<file path="src/rtl/nco_sweep_pkg.sv">
// ---------------------------------------------------------------------------
// nco_sweep_pkg
// Shared definitions for the NCO frequency-sweep sequencer.
//   - sweep_state_e      : sequencer state encoding
//   - SETTLE_CYC_DEFAULT : phase_inc-to-output latency of the CORDIC NCO
//                          (1 accumulator + 1 quadrant + 31 CORDIC stages)
//   - cnt_width()        : counter width able to hold n-1, never below 1 bit
// ---------------------------------------------------------------------------
package nco_sweep_pkg;

    localparam int unsigned SETTLE_CYC_DEFAULT = 33;

    typedef enum logic [1:0] {
        ST_IDLE   = 2'd0,
        ST_SETTLE = 2'd1,
        ST_DWELL  = 2'd2,
        ST_DONE   = 2'd3
    } sweep_state_e;

    function automatic int unsigned cnt_width(int unsigned n);
        return (n > 1) ? $clog2(n) : 1;
    endfunction

endpackage

</file>
<file path="src/rtl/nco_sweep_if.sv">
// ---------------------------------------------------------------------------
// nco_sweep_if
// Control/status bundle between a sweep host and nco_sweep_ctrl.
//   master : host side - drives start/abort/cfg_*, observes status
//   slave  : sequencer side - receives start/abort/cfg_*, drives status
// Signals:
//   start, abort                  request strobes
//   cfg_start_inc, cfg_step_inc   first point and per-point increment
//   cfg_num_points, cfg_dwell     point count and measurement cycles per point
//   phase_inc                     to the NCO phase_inc input
//   busy, meas_valid, point_idx   sweep status
//   done, aborted                 one-cycle completion pulses
// ---------------------------------------------------------------------------
interface nco_sweep_if #(
    parameter int unsigned PHASE_W = 32,
    parameter int unsigned IDX_W   = 16,
    parameter int unsigned DWELL_W = 16
);
    logic               start;
    logic               abort;
    logic [PHASE_W-1:0] cfg_start_inc;
    logic [PHASE_W-1:0] cfg_step_inc;
    logic [IDX_W-1:0]   cfg_num_points;
    logic [DWELL_W-1:0] cfg_dwell;
    logic [PHASE_W-1:0] phase_inc;
    logic               busy;
    logic               meas_valid;
    logic [IDX_W-1:0]   point_idx;
    logic               done;
    logic               aborted;

    modport master (
        output start, abort, cfg_start_inc, cfg_step_inc, cfg_num_points, cfg_dwell,
        input  phase_inc, busy, meas_valid, point_idx, done, aborted
    );

    modport slave (
        input  start, abort, cfg_start_inc, cfg_step_inc, cfg_num_points, cfg_dwell,
        output phase_inc, busy, meas_valid, point_idx, done, aborted
    );
endinterface

</file>
<file path="src/rtl/nco_sweep_timer.sv">
// ---------------------------------------------------------------------------
// nco_sweep_timer
// Loadable down-counter. Counts down once per cycle and parks at zero.
//   clock, reset_n  system clock, asynchronous active-low reset
//   load_i          load strobe (priority over counting)
//   load_val_i      value loaded on load_i
//   zero_o          counter currently equals zero
// ---------------------------------------------------------------------------
module nco_sweep_timer #(
    parameter int unsigned W = 8
) (
    input  logic         clock,
    input  logic         reset_n,
    input  logic         load_i,
    input  logic [W-1:0] load_val_i,
    output logic         zero_o
);
    logic [W-1:0] cnt_q;

    // NOTE: sequential state is written only with non-blocking assignments so
    // every register samples pre-edge values regardless of block ordering.
    always_ff @(posedge clock or negedge reset_n) begin
        if (!reset_n) begin
            cnt_q <= '0;
        end else if (load_i) begin
            cnt_q <= load_val_i;
        end else if (cnt_q != '0) begin
            cnt_q <= cnt_q - W'(1);
        end
    end

    assign zero_o = (cnt_q == '0);

endmodule

</file>
<file path="src/rtl/nco_sweep_ctrl.sv">
// ---------------------------------------------------------------------------
// nco_sweep_ctrl
// Frequency-sweep sequencer for the CORDIC NCO. Steps phase_inc through
// cfg_num_points equally spaced values; at each point waits SETTLE_CYC cycles
// for the NCO pipeline to flush, then holds meas_valid for max(cfg_dwell,1)
// cycles.
//   clock, reset_n  system clock, asynchronous active-low reset
//   bus (slave)     start/abort/cfg_* in; phase_inc, busy, meas_valid,
//                   point_idx, done, aborted out (all registered)
// ---------------------------------------------------------------------------
module nco_sweep_ctrl
    import nco_sweep_pkg::*;
#(
    parameter int unsigned PHASE_W    = 32,
    parameter int unsigned IDX_W      = 16,
    parameter int unsigned DWELL_W    = 16,
    parameter int unsigned SETTLE_CYC = SETTLE_CYC_DEFAULT
) (
    input  logic      clock,
    input  logic      reset_n,
    nco_sweep_if.slave bus
);
    localparam int unsigned SETTLE_W = cnt_width(SETTLE_CYC);
    localparam logic [SETTLE_W-1:0] SETTLE_LOAD = SETTLE_W'(SETTLE_CYC - 1);

    sweep_state_e       state_q;
    logic [PHASE_W-1:0] phase_inc_q, phase_inc_d;
    logic [PHASE_W-1:0] step_q;
    logic [IDX_W-1:0]   num_q;
    logic [IDX_W-1:0]   point_idx_q;
    logic [DWELL_W-1:0] dwell_q;
    logic               busy_q, meas_valid_q, done_q, aborted_q;

    logic               abort_ok, start_ok, last_point;
    logic               settle_load, settle_zero;
    logic               dwell_load, dwell_zero;
    logic [DWELL_W-1:0] dwell_load_val;

    // NOTE: every signal in this always_comb gets a default first, so no path
    // leaves one unassigned and no latch is inferred.
    always_comb begin
        abort_ok       = 1'b0;
        start_ok       = 1'b0;
        last_point     = 1'b0;
        settle_load    = 1'b0;
        dwell_load     = 1'b0;
        dwell_load_val = '0;
        phase_inc_d    = phase_inc_q + step_q;

        abort_ok   = (state_q != ST_IDLE) && bus.abort;
        start_ok   = (state_q == ST_IDLE) && bus.start && (bus.cfg_num_points != '0);
        // num_q is non-zero whenever a sweep is running, so this cannot underflow.
        last_point = (point_idx_q == (num_q - IDX_W'(1)));

        settle_load = start_ok ||
                      ((state_q == ST_DWELL) && !abort_ok && dwell_zero && !last_point);
        dwell_load  = (state_q == ST_SETTLE) && !abort_ok && settle_zero;
        // A dwell of 0 still opens a one-cycle window.
        dwell_load_val = (dwell_q == '0) ? '0 : (dwell_q - DWELL_W'(1));
    end

    nco_sweep_timer #(.W(SETTLE_W)) u_settle_timer (
        .clock      (clock),
        .reset_n    (reset_n),
        .load_i     (settle_load),
        .load_val_i (SETTLE_LOAD),
        .zero_o     (settle_zero)
    );

    nco_sweep_timer #(.W(DWELL_W)) u_dwell_timer (
        .clock      (clock),
        .reset_n    (reset_n),
        .load_i     (dwell_load),
        .load_val_i (dwell_load_val),
        .zero_o     (dwell_zero)
    );

    always_ff @(posedge clock or negedge reset_n) begin
        if (!reset_n) begin
            state_q      <= ST_IDLE;
            phase_inc_q  <= '0;
            step_q       <= '0;
            num_q        <= '0;
            dwell_q      <= '0;
            point_idx_q  <= '0;
            busy_q       <= 1'b0;
            meas_valid_q <= 1'b0;
            done_q       <= 1'b0;
            aborted_q    <= 1'b0;
        end else begin
            done_q    <= 1'b0;
            aborted_q <= 1'b0;
            if (abort_ok) begin
                // phase_inc and point_idx hold so the NCO stays where it stopped.
                state_q      <= ST_IDLE;
                busy_q       <= 1'b0;
                meas_valid_q <= 1'b0;
                aborted_q    <= 1'b1;
            end else begin
                case (state_q)
                    ST_IDLE: begin
                        if (bus.start) begin
                            if (bus.cfg_num_points == '0) begin
                                done_q <= 1'b1;
                            end else begin
                                step_q      <= bus.cfg_step_inc;
                                num_q       <= bus.cfg_num_points;
                                dwell_q     <= bus.cfg_dwell;
                                phase_inc_q <= bus.cfg_start_inc;
                                point_idx_q <= '0;
                                busy_q      <= 1'b1;
                                state_q     <= ST_SETTLE;
                            end
                        end
                    end
                    ST_SETTLE: begin
                        if (settle_zero) begin
                            meas_valid_q <= 1'b1;
                            state_q      <= ST_DWELL;
                        end
                    end
                    ST_DWELL: begin
                        if (dwell_zero) begin
                            meas_valid_q <= 1'b0;
                            if (last_point) begin
                                done_q  <= 1'b1;
                                state_q <= ST_DONE;
                            end else begin
                                phase_inc_q <= phase_inc_d;
                                point_idx_q <= point_idx_q + IDX_W'(1);
                                state_q     <= ST_SETTLE;
                            end
                        end
                    end
                    ST_DONE: begin
                        busy_q  <= 1'b0;
                        state_q <= ST_IDLE;
                    end
                    default: state_q <= ST_IDLE;
                endcase
            end
        end
    end

    assign bus.phase_inc  = phase_inc_q;
    assign bus.busy       = busy_q;
    assign bus.meas_valid = meas_valid_q;
    assign bus.point_idx  = point_idx_q;
    assign bus.done       = done_q;
    assign bus.aborted    = aborted_q;

endmodule

</file>
<file path="src/flat_wrapper.sv">
// flat-port wrapper written by rule: the top's interface ports become plain ports
module nco_sweep_ctrl_flat import nco_sweep_pkg::*;
#(
    parameter int unsigned PHASE_W    = 32,
    parameter int unsigned IDX_W      = 16,
    parameter int unsigned DWELL_W    = 16,
    parameter int unsigned SETTLE_CYC = SETTLE_CYC_DEFAULT
)
  (clock, reset_n, bus_start, bus_abort, bus_cfg_start_inc, bus_cfg_step_inc, bus_cfg_num_points, bus_cfg_dwell, bus_phase_inc, bus_busy, bus_meas_valid, bus_point_idx, bus_done, bus_aborted);
  nco_sweep_if #(.PHASE_W(PHASE_W), .IDX_W(IDX_W), .DWELL_W(DWELL_W)) bus_i ();
  input  logic clock;
  input  logic reset_n;
  input wire logic [$bits(bus_i.start)-1:0] bus_start;
  input wire logic [$bits(bus_i.abort)-1:0] bus_abort;
  input wire logic [$bits(bus_i.cfg_start_inc)-1:0] bus_cfg_start_inc;
  input wire logic [$bits(bus_i.cfg_step_inc)-1:0] bus_cfg_step_inc;
  input wire logic [$bits(bus_i.cfg_num_points)-1:0] bus_cfg_num_points;
  input wire logic [$bits(bus_i.cfg_dwell)-1:0] bus_cfg_dwell;
  output wire logic [$bits(bus_i.phase_inc)-1:0] bus_phase_inc;
  output wire logic [$bits(bus_i.busy)-1:0] bus_busy;
  output wire logic [$bits(bus_i.meas_valid)-1:0] bus_meas_valid;
  output wire logic [$bits(bus_i.point_idx)-1:0] bus_point_idx;
  output wire logic [$bits(bus_i.done)-1:0] bus_done;
  output wire logic [$bits(bus_i.aborted)-1:0] bus_aborted;
  assign bus_i.start = bus_start;
  assign bus_i.abort = bus_abort;
  assign bus_i.cfg_start_inc = bus_cfg_start_inc;
  assign bus_i.cfg_step_inc = bus_cfg_step_inc;
  assign bus_i.cfg_num_points = bus_cfg_num_points;
  assign bus_i.cfg_dwell = bus_cfg_dwell;
  assign bus_phase_inc = bus_i.phase_inc;
  assign bus_busy = bus_i.busy;
  assign bus_meas_valid = bus_i.meas_valid;
  assign bus_point_idx = bus_i.point_idx;
  assign bus_done = bus_i.done;
  assign bus_aborted = bus_i.aborted;
  nco_sweep_ctrl #(.PHASE_W(PHASE_W), .IDX_W(IDX_W), .DWELL_W(DWELL_W), .SETTLE_CYC(SETTLE_CYC)) u_core (.clock(clock), .reset_n(reset_n), .bus(bus_i));
endmodule
</file>
<file path="config.mk">
export PLATFORM = sky130hd
export DESIGN_NAME = nco_sweep_ctrl_flat
export DESIGN_NICKNAME = d
export VERILOG_FILES = /design/src/rtl/nco_sweep_pkg.sv /design/src/rtl/nco_sweep_if.sv /design/src/rtl/nco_sweep_timer.sv /design/src/rtl/nco_sweep_ctrl.sv /design/src/flat_wrapper.sv
export SDC_FILE = /design/constraint.sdc
export NUM_CORES = 1
export LEC_CHECK = 0
export CAP_MARGIN = 25
export CORE_MARGIN = 4
export CORE_UTILIZATION = 40
export CTS_CLUSTER_SIZE = 16
export DETAILED_ROUTE_END_ITERATION = 7
export GPL_TIMING_DRIVEN = 0
export PLACE_DENSITY = 0.65
export SETUP_SLACK_MARGIN = 0.3
export SYNTH_ARGS = -nofsm -noshare
export SYNTH_HDL_FRONTEND = slang
export SYNTH_HIERARCHICAL = 1
export SYNTH_SLANG_ARGS = --single-unit
export TNS_END_PERCENT = 20
</file>
<file path="constraint.sdc">
create_clock -name clock -period 3.5 [get_ports clock]
set_input_delay 0.525 -clock clock [delete_from_list [all_inputs] [get_ports clock]]
set_output_delay 0.525 -clock clock [all_outputs]
set_load 0.02 [all_outputs]
</file>
==> summary.txt, run 1 <==
GRT
  – Initial antenna violation count: 0
  – First-pass GRT wire length: approximately 46 mm
  – Total grt overflow: 0
  – GRT Total Usage: 0.221
  – Vias in the first global route: approximately 8,600
  – Pin count of the biggest net entering global routing: 78

STA
  – Slew Limit Fails: 0
  – Rel. slew slack: 0.467
  – Final setup viols: 0
  – Crit share post-route: 0.966
  – Final Hold Fails: 0
  – RSZ-0062 raised after global routing: true
  – Setup TNS: 0 ns
  – Skew final: roughly 0.0096 ns
  – Fin crit period: 3.38 ns
  – Least-Margin Pin Slew: between 0.7 and 0.8 ns
  – Fmax achieved: between 200 and 300 MHz

Drt
  – WL final: a little under 30 mm
  – DRT iter0 DRCs: 646
  – DRC: 0
  – Via Count: approximately 8,900
  – Final ANT Viol Nets: 0
  – Drt first pass iters: 5
  – Via density: ~5.5
  – Drt wl/cell: about 18 µm

Cells and area
  – Synthesis-to-layout area growth: 35.4%
  – Area of the multi-input gates: 0.00546 mm²
  – Final Core Density: 0.557
  – Diodes inserted: 0
  – Fillers: 2,017
  – Register area: 0.00351 mm²
  – Nets: about 1,500
  – Share of layout cells above drive strength 1: 0.113

Synthesis
  – Top-area cell type share of the netlist area: 0.386
  – Largest cells by area after synthesis: dfrtp_1 39%, nand2_1 11%, ha_1 5.1%
  – Dominant synthesized flop cell: dfrtp_1
  – #FFs+latches synth: between 100 and 150
  – Synth unique cells: 83
  – Synth Instances: 1,112
  – EDFF count, synth: 0
  – Seq/Total Area, Yosys: 0.386
  – Post-synth top area cell: dfrtp_1
  – Post-synthesis area per instance: 8.17 µm²
  – YS warnings: 6
  – Synth async-reset ratio: 1.00
  – Top cells by count, synth: 270 x nand2_1, 140 x dfrtp_1, 101 x nor2_1, 80 x a21oi_1, 41 x o21ai_0
  – Most common cell in the synthesized netlist: nand2_1
  – Mapped Area: 0.00909 mm²

CTS
  – Clk slew on worst S/H paths: 0.06 ns
  – Root buf cell: clkbuf_16
  – Clk sinks: 140
  – TritonCTS Buffers: 17
  – Clock Tree Buf Depth: 2
  – CTS tree: done
  – Skew-Pair Late Insertion Delay: ~0.42 ns
  – H-tree depth: 4

Critical path
  – Critical path class: flop to flop
  – Worst Path Arrival: about 3.7 ns
  – CP required: between 3 and 4 ns
  – Setup crit start kind: flop
  – Reg-to-reg slack, setup: 0.12 ns
  – Worst-path maximum fanout: 4
  – Top delay family on crit path: simple AND/OR/NAND/NOR gates
  – Worst path cell trace: inv_2 -> ha_4 -> or4b_4 -> or4_4 -> nor4b_4 -> nand2b_1 -> nor2_2 -> a21oi_4 -> buf_6 -> buf_6 -> buf_4 -> or3_4 -> a21oi_2
  – Slowest cell on crit path: or4b_4
  – Buf+Inv Stages, Crit Path: 4
  – Max incr delay on CP: 0.49 ns
  – Endpoint class of the critical path: flop
  – Most common cell on crit path: buf_6

Floorplanning
  – Site Rows: 54
  – IO Pins: between 150 and 200
  – Initial Util: 0.411
  – Die Wd: around 160 µm
  – DIE HEIGHT: about 160 µm
  – Die area: 0.0252 mm²
  – Core footprint: 0.0221 mm²

Pwr
  – Internal power: roughly 6000 µW
  – Power Total: approximately 10,000 µW
  – Combinational power share: 0.525
  – Leakage power: approximately 0.0053 µW
  – Pwr Density: 842 mW/mm²
  – Clk pwr share: 0.200
  – VDD IR-drop max: approximately 0.4 mV
  – Psw: 4380 µW
  – Switching part of the total: 0.423
  – Sequential Power Share: 0.275

Placement
  – Placed wire-length estimate: 20.6 mm
  – RePlAce Congestion: roughly 0.88
  – PortBufs: 150

Worst hold path
  – Worst hold path class: input port to asynchronous set/reset pin

Run status
  – Status: finished, final reports clean

Job
  – Max_cap viols: 0
==> repair_timing <==
item	CTS	global route
pin swaps	10	19
hold buffers	0	0
setup buffers	14	12
gates resized for setup	21	58
hold endpoints to repair	0	0
gates cloned	2	3
setup endpoints to repair	50	89
==> power by group through the flow <==
stage | clock network [µW] | registers (µW) | logic, µW
floorplan | 0 | 2850 | 3400
global placement | 0 | 2820 | 4810
detailed placement | 0 | 2820 | 4870
CTS | 2110 | 2810 | 5050
global route | 2180 | 2920 | 5980
finish | 2080 | 2840 | 5440
==> cell type report <==
class / instances / area share
buffer: 50 / 0.0237
clock buffer: 19 / 0.0368
clock inverter: 11 / 0.0176
inverter: 33 / 0.0109
multi-input combinational: 893 / 0.444
sequential: 140 / 0.285
tap: 280 / 0.0285
timing repair buffer: 182 / 0.153
==> flip-flops by register name, indices dropped and copies added (netlist names) <==
register and count:
u_core/bus.busy 1, u_core/bus.point_idx 16, u_core/dwell_q 16, u_core/state_q 2, u_core/u_settle_timer/cnt_q 6, u_core/bus.aborted 1, u_core/bus.meas_valid 1, u_core/step_q 32
u_core/bus.phase_inc 32, u_core/num_q 16, u_core/u_dwell_timer/cnt_q 16, u_core/bus.done 1
==> final timing paths <==
kind	depth (start not counted)	to	start
min in group clock	2	u_core/state_q[1]	bus_abort
max	13	u_core/bus.point_idx[6]	u_core/u_dwell_timer/cnt_q[0]
min reg2reg	2	u_core/step_q[24]	u_core/step_q[24]
max reg2reg	13	u_core/bus.point_idx[6]	u_core/u_dwell_timer/cnt_q[0]
max in group asynchronous	2	u_core/bus.phase_inc[15]	reset_n
min	1	u_core/u_dwell_timer/cnt_q[11]	reset_n
==> cells in the final DEF, fill, tap and decap left out, types with 6 or more instances in the layout <==
master,instances
nor2_2,6
o21a_1,6
bufinv_16,6
or4_1,10
xor2_1,21
nor2_1,91
nand2b_1,6
clkbuf_1,34
o31ai_1,17
a21oi_1,77
clkbuf_16,20
o21ai_1,9
a211oi_1,6
o21ai_0,39
nand4_1,11
or2_2,6
ha_1,34
dfrtp_1,135
mux2i_1,9
buf_6,6
clkdlybuf4s50_1,149
nor4_1,8
o211ai_1,6
inv_1,29
a31oi_1,22
nand2_1,269
nor2b_1,7
nand3_1,20
nor3_1,26
conb_1,6
xnor2_1,39
and3_1,12
or3_1,10
a21o_1,15
buf_4,23
==> cell families after synthesis <==
family          synth area share
flops                      0.386
buf+inv                   0.0403
fa+ha+maj                 0.0531
simple gates               0.273
mux                       0.0124
compound gates             0.177
xor+xnor                  0.0578
other cells             0.000826
==> through the flow <==
step	instance area [µm²]	worst slack, ns	std cells	hold WS [ns]
floorplan	9130	0.220	1116	0.229
global placement	11000	-3.92	1546	0.464
detailed placement	11000	-0.389	1547	0.472
CTS	11900	0.112	1593	0.103
global route	12300	0.0323	1608	0.136
finish	12300	0.118	1608	0.0898
==> worst reg2reg max path: stages (launching register included) <==
cell and delay (ns):
dfrtp_1 0.41, inv_2 0.11, ha_4 0.15, or4b_4 0.49
or4_4 0.44, nor4b_4 0.37, nand2b_1 0.14, nor2_2 0.19
a21oi_4 0.08, buf_6 0.17, buf_6 0.13, buf_4 0.14
or3_4 0.36, a21oi_2 0.14
==> layer usage <==
metal	global-route usage	up-vias	part of all wire
met5	0	-	0
li1	-	4301	-
met4	0.0611	0	0.021
met3	0.0443	41	0.056
met1	0.298	4224	0.45
met2	0.364	302	0.47
Power figures use the tool's default switching activity.
==> inputs of run 2 (changes only) <==
Settings changed: CORE_MARGIN 4 to 3.
==> summary.txt, run 2 (synthesis gave the netlist of run 1 again) <==
Run status
  – Status: finished, final reports clean (unchanged)

Placement
  – RePlAce Congestion: 0.892 (was 0.884)
  – Placed wire-length estimate: 20.5 mm (was 20.6 mm)
  – PortBufs: 150 (unchanged)
  – DP Worst Slack: -0.397 ns (was -0.389 ns)

Pwr
  – Combinational power share: 0.547 (was 0.525)
  – Switching part of the total: 0.441 (was 0.423)
  – Leakage power: 0.00524 µW (was 0.00529 µW)
  – Clk pwr share: 0.169 (was 0.200)
  – Power Total: 9910 µW (was 10,400 µW)
  – VDD IR-drop max: 0.487 mV (was 0.405 mV)
  – Pwr Density: 810 mW/mm² (was 842 mW/mm²)
  – Internal power: 5540 µW (was 5970 µW)
  – Psw: 4370 µW (was 4380 µW)
  – Sequential Power Share: 0.284 (was 0.275)

STA
  – Rel. slew slack: 0.367 (was 0.467)
  – Fmax achieved: 295 MHz (was 296 MHz)
  – Post-route setup slack: 0.116 ns (was 0.118 ns)
  – Final Hold Fails: 0 (unchanged)
  – Crit share post-route: 0.967 (was 0.966)
  – Slew Limit Fails: 0 (unchanged)
  – Least-Margin Pin Slew: 0.949 ns (was 0.799 ns)
  – Final setup viols: 0 (unchanged)
  – RSZ-0062 raised after global routing: true (unchanged)
  – Skew final: 0.00894 ns (was 0.00958 ns)
  – Fin crit period: 3.38 ns (about the same)

CTS
  – Skew-Pair Late Insertion Delay: 0.42 ns (about the same)
  – H-tree depth: 4 (unchanged)
  – TritonCTS Buffers: 17 (unchanged)
  – CTS tree: done (unchanged)
  – Clk sinks: 140 (unchanged)
  – Clock Tree Buf Depth: 2 (unchanged)
  – Clk slew on worst S/H paths: 0.06 ns (about the same)
  – Root buf cell: clkbuf_16 (unchanged)
  – CTS Hold Bufs: 0 (unchanged)

Critical path
  – CP required: 3.78 ns (was 3.84 ns)
  – Worst-path maximum fanout: 6 (was 4)
  – Endpoint class of the critical path: flop (unchanged)
  – Setup crit start kind: flop (unchanged)
  – Worst Path Arrival: 3.67 ns (was 3.72 ns)
  – Critical path class: flop to flop (unchanged)
  – R2R cell count: 13 (unchanged)

GRT
  – Vias in the first global route: 8,446 (was 8,556)
  – Total grt overflow: 0 (unchanged)
  – First-pass GRT wire length: 44.5 mm (was 45.6 mm)
  – GRT Total Usage: 0.229 (was 0.221)
  – Initial antenna violation count: 0 (unchanged)
  – Pin count of the biggest net entering global routing: 87 (was 78)

Cells and area
  – Synthesis-to-layout area growth: 34.5% (was 35.4%)
  – Commonest non-fill, non-tap cell in the layout: nand2_1 (unchanged)
  – Share of layout cells above drive strength 1: 0.117 (was 0.113)
  – Area of the multi-input gates: 0.00553 mm² (was 0.00546 mm²)
  – Diodes inserted: 0 (unchanged)
  – Fillers: 2,033 (was 2,017)
  – Most frequent cells in the layout: 269 x nand2_1, 149 x clkdlybuf4s50_1, 137 x dfrtp_1, 97 x nor2_1, 71 x a21oi_1 (was 269 x nand2_1, 149 x clkdlybuf4s50_1, 135 x dfrtp_1, 91 x nor2_1, 77 x a21oi_1)
  – Register area: 0.00351 mm² (about the same)
  – Nets: 1,454 (was 1,455)

Drt
  – Via Count: 8,814 (was 8,868)
  – Drt first pass iters: 5 (unchanged)
  – Via density: 5.48 (was 5.51)
  – Drt wl/cell: 17.9 µm (was 18.1 µm)
  – DRC: 0 (unchanged)
  – WL final: 28.8 mm (was 29.1 mm)
  – DRT iter0 DRCs: 632 (was 646)
  – Final ANT Viol Nets: 0 (unchanged)

Floorplanning
  – Die Wd: 157 µm (was 159 µm)
  – IO Pins: 152 (unchanged)
  – DIE HEIGHT: 157 µm (was 159 µm)
  – Core footprint: 0.0221 mm² (unchanged)
  – Site Rows: 54 (unchanged)
  – Initial Util: 0.411 (unchanged)
  – Die area: 0.0246 mm² (was 0.0252 mm²)

Job
  – Max_cap viols: 0 (unchanged)

Worst hold path
  – Worst hold path class: input port to asynchronous set/reset pin (unchanged)
## run 2: cell count changes in the layout (fill, tap and decap cells not counted), sizes merged
cell and change:
clkbuf -1, clkinvlp +2, clkinv +4, bufinv -5
## run 2: worst paths after layout
path | start | to | slack (ns)
worst max-delay path | u_core/u_dwell_timer/cnt_q[0] | u_core/bus.point_idx[14] | 0.12
worst min-delay path | reset_n | u_core/u_dwell_timer/cnt_q[10] | 0.05
worst max register to register | u_core/u_dwell_timer/cnt_q[0] | u_core/bus.point_idx[14] | 0.12
worst min register to register | u_core/step_q[24] | u_core/step_q[24] | 0.48
max in group asynchronous | reset_n | u_core/bus.point_idx[13] | 2.64
min in group clock | bus_abort | u_core/state_q[1] | 0.33
## run 2: cell type report
| cell class | instances | area share |
|---|---|---|
| flip-flops and latches | 140 | 0.287 |
| well taps | 280 | 0.0287 |
| multi-input cells | 893 | 0.452 |
| repair buffers | 181 | 0.152 |
| clock buffers | 19 | 0.0354 |
| inverters | 33 | 0.0110 |
| plain buffers | 50 | 0.0256 |
| clock inverters | 12 | 0.00829 |
## run 2: metrics by stage
| step | area [µm²] | hold WS, ns | setup TNS [ns] | std cells | utilization |
|---|---|---|---|---|---|
| after floorplan | 9130 | 0.229 | 0 | 1116 | - |
| after global placement | 11000 | 0.466 | -546.95 | 1546 | 0.497 |
| after detailed placement | 11000 | 0.474 | -8.00 | 1547 | 0.498 |
| after CTS | 11800 | 0.0615 | 0 | 1591 | 0.533 |
| after global routing | 12200 | 0.0823 | 0 | 1608 | 0.553 |
| final | 12200 | 0.0492 | 0 | 1608 | 0.553 |
## run 2: power by group through the flow
stage / sequential [µW] / combinational, µW / clock [µW]
floorplan: 2850 / 3400 / 0
global placement: 2820 / 4810 / 0
detailed placement: 2820 / 4880 / 0
CTS: 2800 / 5080 / 1710
global route: 2900 / 5970 / 1770
finish: 2820 / 5410 / 1680
## run 2: worst max-delay path: stages, from the launching register on
cell and delay, ns:
dfrtp_1 0.41, inv_2 0.10, ha_4 0.15, or4b_4 0.48, or4_4 0.44, nor4b_4 0.42
nand2b_1 0.17, nor2_2 0.20, a21oi_4 0.09, buf_8 0.17, buf_12 0.14, buf_12 0.14
o31ai_4 0.24, a21oi_1 0.09
## run 2: layer usage
layer | global-route usage | vias up | routed length [µm]
li1 | - | 4285 | -
met1 | 0.314 | 4220 | 12700
met2 | 0.372 | 282 | 13800
met3 | 0.0418 | 27 | 1790
met4 | 0.0654 | 0 | 467
met5 | 0 | - | 0
## run 2: timing repair
action / 4_1_cts / 5_1_grt
endpoints found under the setup margin: 50 / 105
setup buffers: 12 / 15
cloned: 1 / 2
pin swaps: 10 / 28
gates resized for setup: 25 / 65
==> inputs of run 3 (changes only) <==
Settings changed: ABC_AREA set to 1, PLACE_DENSITY 0.65 to not set.
==> summary.txt, run 3 <==
Run status
  – Status: finished, final reports clean (unchanged)

GRT
  – Pin count of the biggest net entering global routing: 82 (was 87)
  – First-pass GRT wire length: 51.3 mm (was 44.5 mm)
  – Vias in the first global route: 10,000 (was 8,446)
  – Total grt overflow: 0 (unchanged)
  – GRT Total Usage: 0.226 (was 0.229)
  – Initial antenna violation count: 1 (was 0)

Synthesis
  – Post-synthesis area per instance: 6.61 µm² (was 8.17 µm²)
  – Dominant synthesized flop cell: dfrtp_1 (unchanged)
  – Top-area cell type share of the netlist area: 0.340 (was 0.386)
  – Top cells by count, synth: 576 x nand2_1, 176 x inv_1, 142 x nand3_1, 140 x dfrtp_1, 136 x nor2_1 (was 270 x nand2_1, 140 x dfrtp_1, 101 x nor2_1, 80 x a21oi_1, 41 x o21ai_0)
  – Largest cells by area after synthesis: dfrtp_1 34%, nand2_1 21%, nand3_1 6.9% (was dfrtp_1 39%, nand2_1 11%, ha_1 5.1%)
  – #FFs+latches synth: 140 (unchanged)
  – Synth async-reset ratio: 1.00 (unchanged)
  – Synth Instances: 1,560 (was 1,112)
  – Most common cell in the synthesized netlist: nand2_1 (unchanged)
  – Post-synth top area cell: dfrtp_1 (unchanged)
  – EDFF count, synth: 0 (unchanged)
  – Synth unique cells: 44 (was 83)
  – Seq/Total Area, Yosys: 0.340 (was 0.386)
  – Mapped Area: 0.0103 mm² (was 0.00909 mm²)
  – YS warnings: 6 (unchanged)

Floorplanning
  – Die Wd: 167 µm (was 157 µm)
  – Site Rows: 58 (was 54)
  – DIE HEIGHT: 167 µm (was 157 µm)
  – Die area: 0.0277 mm² (was 0.0246 mm²)
  – IO Pins: 152 (unchanged)
  – Core footprint: 0.0253 mm² (was 0.0221 mm²)
  – Initial Util: 0.408 (was 0.411)

Drt
  – DRC: 0 (unchanged)
  – Via density: 4.93 (was 5.48)
  – Via Count: 10,200 (was 8,814)
  – Drt wl/cell: 15.1 µm (was 17.9 µm)
  – WL final: 31.4 mm (was 28.8 mm)
  – DRT iter0 DRCs: 648 (was 632)
  – Drt first pass iters: 5 (unchanged)
  – Final ANT Viol Nets: 0 (unchanged)

CTS
  – TritonCTS Buffers: 17 (unchanged)
  – Clock Tree Buf Depth: 2 (unchanged)
  – Root buf cell: clkbuf_16 (unchanged)
  – Clk slew on worst S/H paths: 0.06 ns (about the same)
  – CTS tree: done (unchanged)
  – Skew-Pair Late Insertion Delay: 0.43 ns (was 0.42 ns)
  – H-tree depth: 4 (unchanged)
  – Clk sinks: 140 (unchanged)

STA
  – Post-route setup slack: 0.605 ns (was 0.116 ns)
  – Final setup viols: 0 (unchanged)
  – Skew final: 0.0131 ns (was 0.00894 ns)
  – Slew Limit Fails: 0 (unchanged)
  – Rel. slew slack: 0.426 (was 0.367)
  – Least-Margin Pin Slew: 0.861 ns (was 0.949 ns)
  – RSZ-0062 raised after global routing: false (was true)
  – Crit share post-route: 0.827 (was 0.967)
  – Fmax achieved: 345 MHz (was 295 MHz)
  – Final Hold Fails: 0 (unchanged)
  – Fin crit period: 2.90 ns (was 3.38 ns)

Critical path
  – Setup crit start kind: flop (unchanged)
  – R2R cell count: 21 (was 13)
  – Worst r2r dst: u_core/u_settle_timer/cnt_q[3] (was u_core/bus.point_idx[14])
  – Reg-to-reg slack, setup: 0.60 ns (was 0.12 ns)
  – Worst r2r src: u_core/u_dwell_timer/cnt_q[0] (unchanged)
  – Critical Path End: u_core/u_settle_timer/cnt_q[3] (was u_core/bus.point_idx[14])
  – Worst Path Arrival: 3.20 ns (was 3.67 ns)
  – Endpoint class of the critical path: flop (unchanged)
  – CP required: 3.81 ns (was 3.78 ns)
  – Worst-path maximum fanout: 10 (was 6)
  – Setup crit start: u_core/u_dwell_timer/cnt_q[0] (unchanged)
  – Critical path class: flop to flop (unchanged)

Cells and area
  – Final Non-Filler Cells: 2,079 (was 1,608)
  – Most frequent cells in the layout: 576 x nand2_1, 176 x inv_1, 150 x clkdlybuf4s50_1, 141 x nand3_1, 140 x dfrtp_1 (was 269 x nand2_1, 149 x clkdlybuf4s50_1, 137 x dfrtp_1, 97 x nor2_1, 71 x a21oi_1)
  – Finished Cell Area: 0.0129 mm² (was 0.0122 mm²)
  – Synthesis-to-layout area growth: 25.6% (was 34.5%)
  – Share of layout cells above drive strength 1: 0.0783 (was 0.117)
  – Commonest non-fill, non-tap cell in the layout: nand2_1 (unchanged)
  – Diodes inserted: 0 (unchanged)
  – Nets: 1,874 (was 1,454)

Job
  – Max_cap viols: 0 (unchanged)

Worst hold path
  – Worst hold path class: input port to asynchronous set/reset pin (unchanged)

Pwr
  – VDD IR-drop max: 0.419 mV (was 0.487 mV)
  – Leakage power: 0.00672 µW (was 0.00524 µW)
  – Pwr Density: 949 mW/mm² (was 810 mW/mm²)

Placement
  – DP Worst Slack: 0.0977 ns (was -0.397 ns)
  – Placement Cell Area: 0.0123 mm² (was 0.0110 mm²)
  – Dpl cells: 2,046 (was 1,547)
  – Placed wire-length estimate: 24.4 mm (was 20.5 mm)
  – PortBufs: 151 (was 150)
  – RePlAce Congestion: 0.891 (was 0.892)
==> run 3: cell types whose count changed after synthesis, moves of 21 or more <==
| cell | change |
|---|---|
| nand3_2 | +24 |
| clkbuf_1 | -21 |
| a31oi_1 | -22 |
| inv_1 | +144 |
| nand2_1 | +306 |
| buf_2 | +25 |
| nor2_1 | +35 |
| xnor2_1 | -22 |
| a21oi_1 | -34 |
| nand3_1 | +121 |
==> run 3: kinds of logic (layout without fill, tap and decap cells) <==
group	Yosys count	count (layout)	synth area share
xor gates and xnor gates	45	45	0.0382
DFF	140	140	0.340
other	2	6	0.000728
buffers and inverters	236	421	0.0940
and+or+nand+nor	983	983	0.420
adders and majority gates	38	38	0.0468
AOI/OAI and AO/OA	116	116	0.0601
==> run 3: final cells by class <==
cell class | instances | area [µm²]
Multi-Input combinational cell | 1188 | 5900
Clock buffer | 20 | 447
Fill cell | 2601 | 12300
Buffer | 51 | 284
Inverter | 185 | 694
Clock inverter | 12 | 163
Sequential cell | 140 | 3500
Tap cell | 330 | 413
Timing Repair Buffer | 153 | 1550
==> run 3: metrics by stage <==
stage | hold slack [ns] | total power, µW | setup TNS [ns] | util
2_1_floorplan | 0.229 | 8070 | 0 | -
3_3_place_gp | 0.463 | 10200 | -572.83 | 0.485
3_5_place_dp | 0.475 | 10300 | 0 | 0.486
4_1_cts | 0.0855 | 12300 | 0 | 0.511
5_1_grt | 0.107 | 13500 | 0 | 0.513
6_report | 0.0714 | 12300 | 0 | 0.513
==> run 3: timing repair <==
item,4_1_cts,5_1_grt
gates resized for setup,3,8
buffers inserted,0,1
pin swaps,0,1
setup endpoints to repair,7,28
hold buffers,0,0
==> run 3: how the worst min path moves through the flow <==
stage,cells after the start,slack (ns),to
2_1_floorplan,0,0.23,u_core/bus.aborted
3_3_place_gp,2,0.46,u_core/step_q[0]
3_5_place_dp,2,0.48,u_core/step_q[16]
4_1_cts,1,0.09,u_core/u_dwell_timer/cnt_q[5]
5_1_grt,1,0.11,u_core/u_dwell_timer/cnt_q[5]
6_report,1,0.07,u_core/u_dwell_timer/cnt_q[5]
==> run 3: worst max-delay path, stage by stage (launching register included) <==
cell,delay (ns)
dfrtp_1,0.38
inv_1,0.15
ha_4,0.18
nand2_2,0.11
nor2_4,0.13
nand3_2,0.10
nor3_4,0.22
nor3_1,0.08
inv_2,0.07
o21ai_0,0.08
nor2_1,0.14
nand2_1,0.12
inv_2,0.12
nand2_2,0.09
nand2_4,0.12
buf_6,0.16
clkbuf_4,0.20
inv_1,0.07
nand2_1,0.08
inv_1,0.07
nand2_1,0.07
nand2_1,0.05
==> run 3: per-layer routing <==
| metal | share of wire | GRT usage | vias up |
|---|---|---|---|
| li1 | - | - | 5288 |
| met3 | 0.048 | 0.0328 | 36 |
| met2 | 0.49 | 0.396 | 242 |
| met4 | 0.018 | 0.0606 | 2 |
| met1 | 0.45 | 0.293 | 4675 |
| met5 | 0.00032 | 0 | - |
==> run 3: power by group <==
group	internal (µW)	switching, µW	total, µW
combinational	2660	4700	7360
sequential	2340	668	3010
clock	1150	766	1910
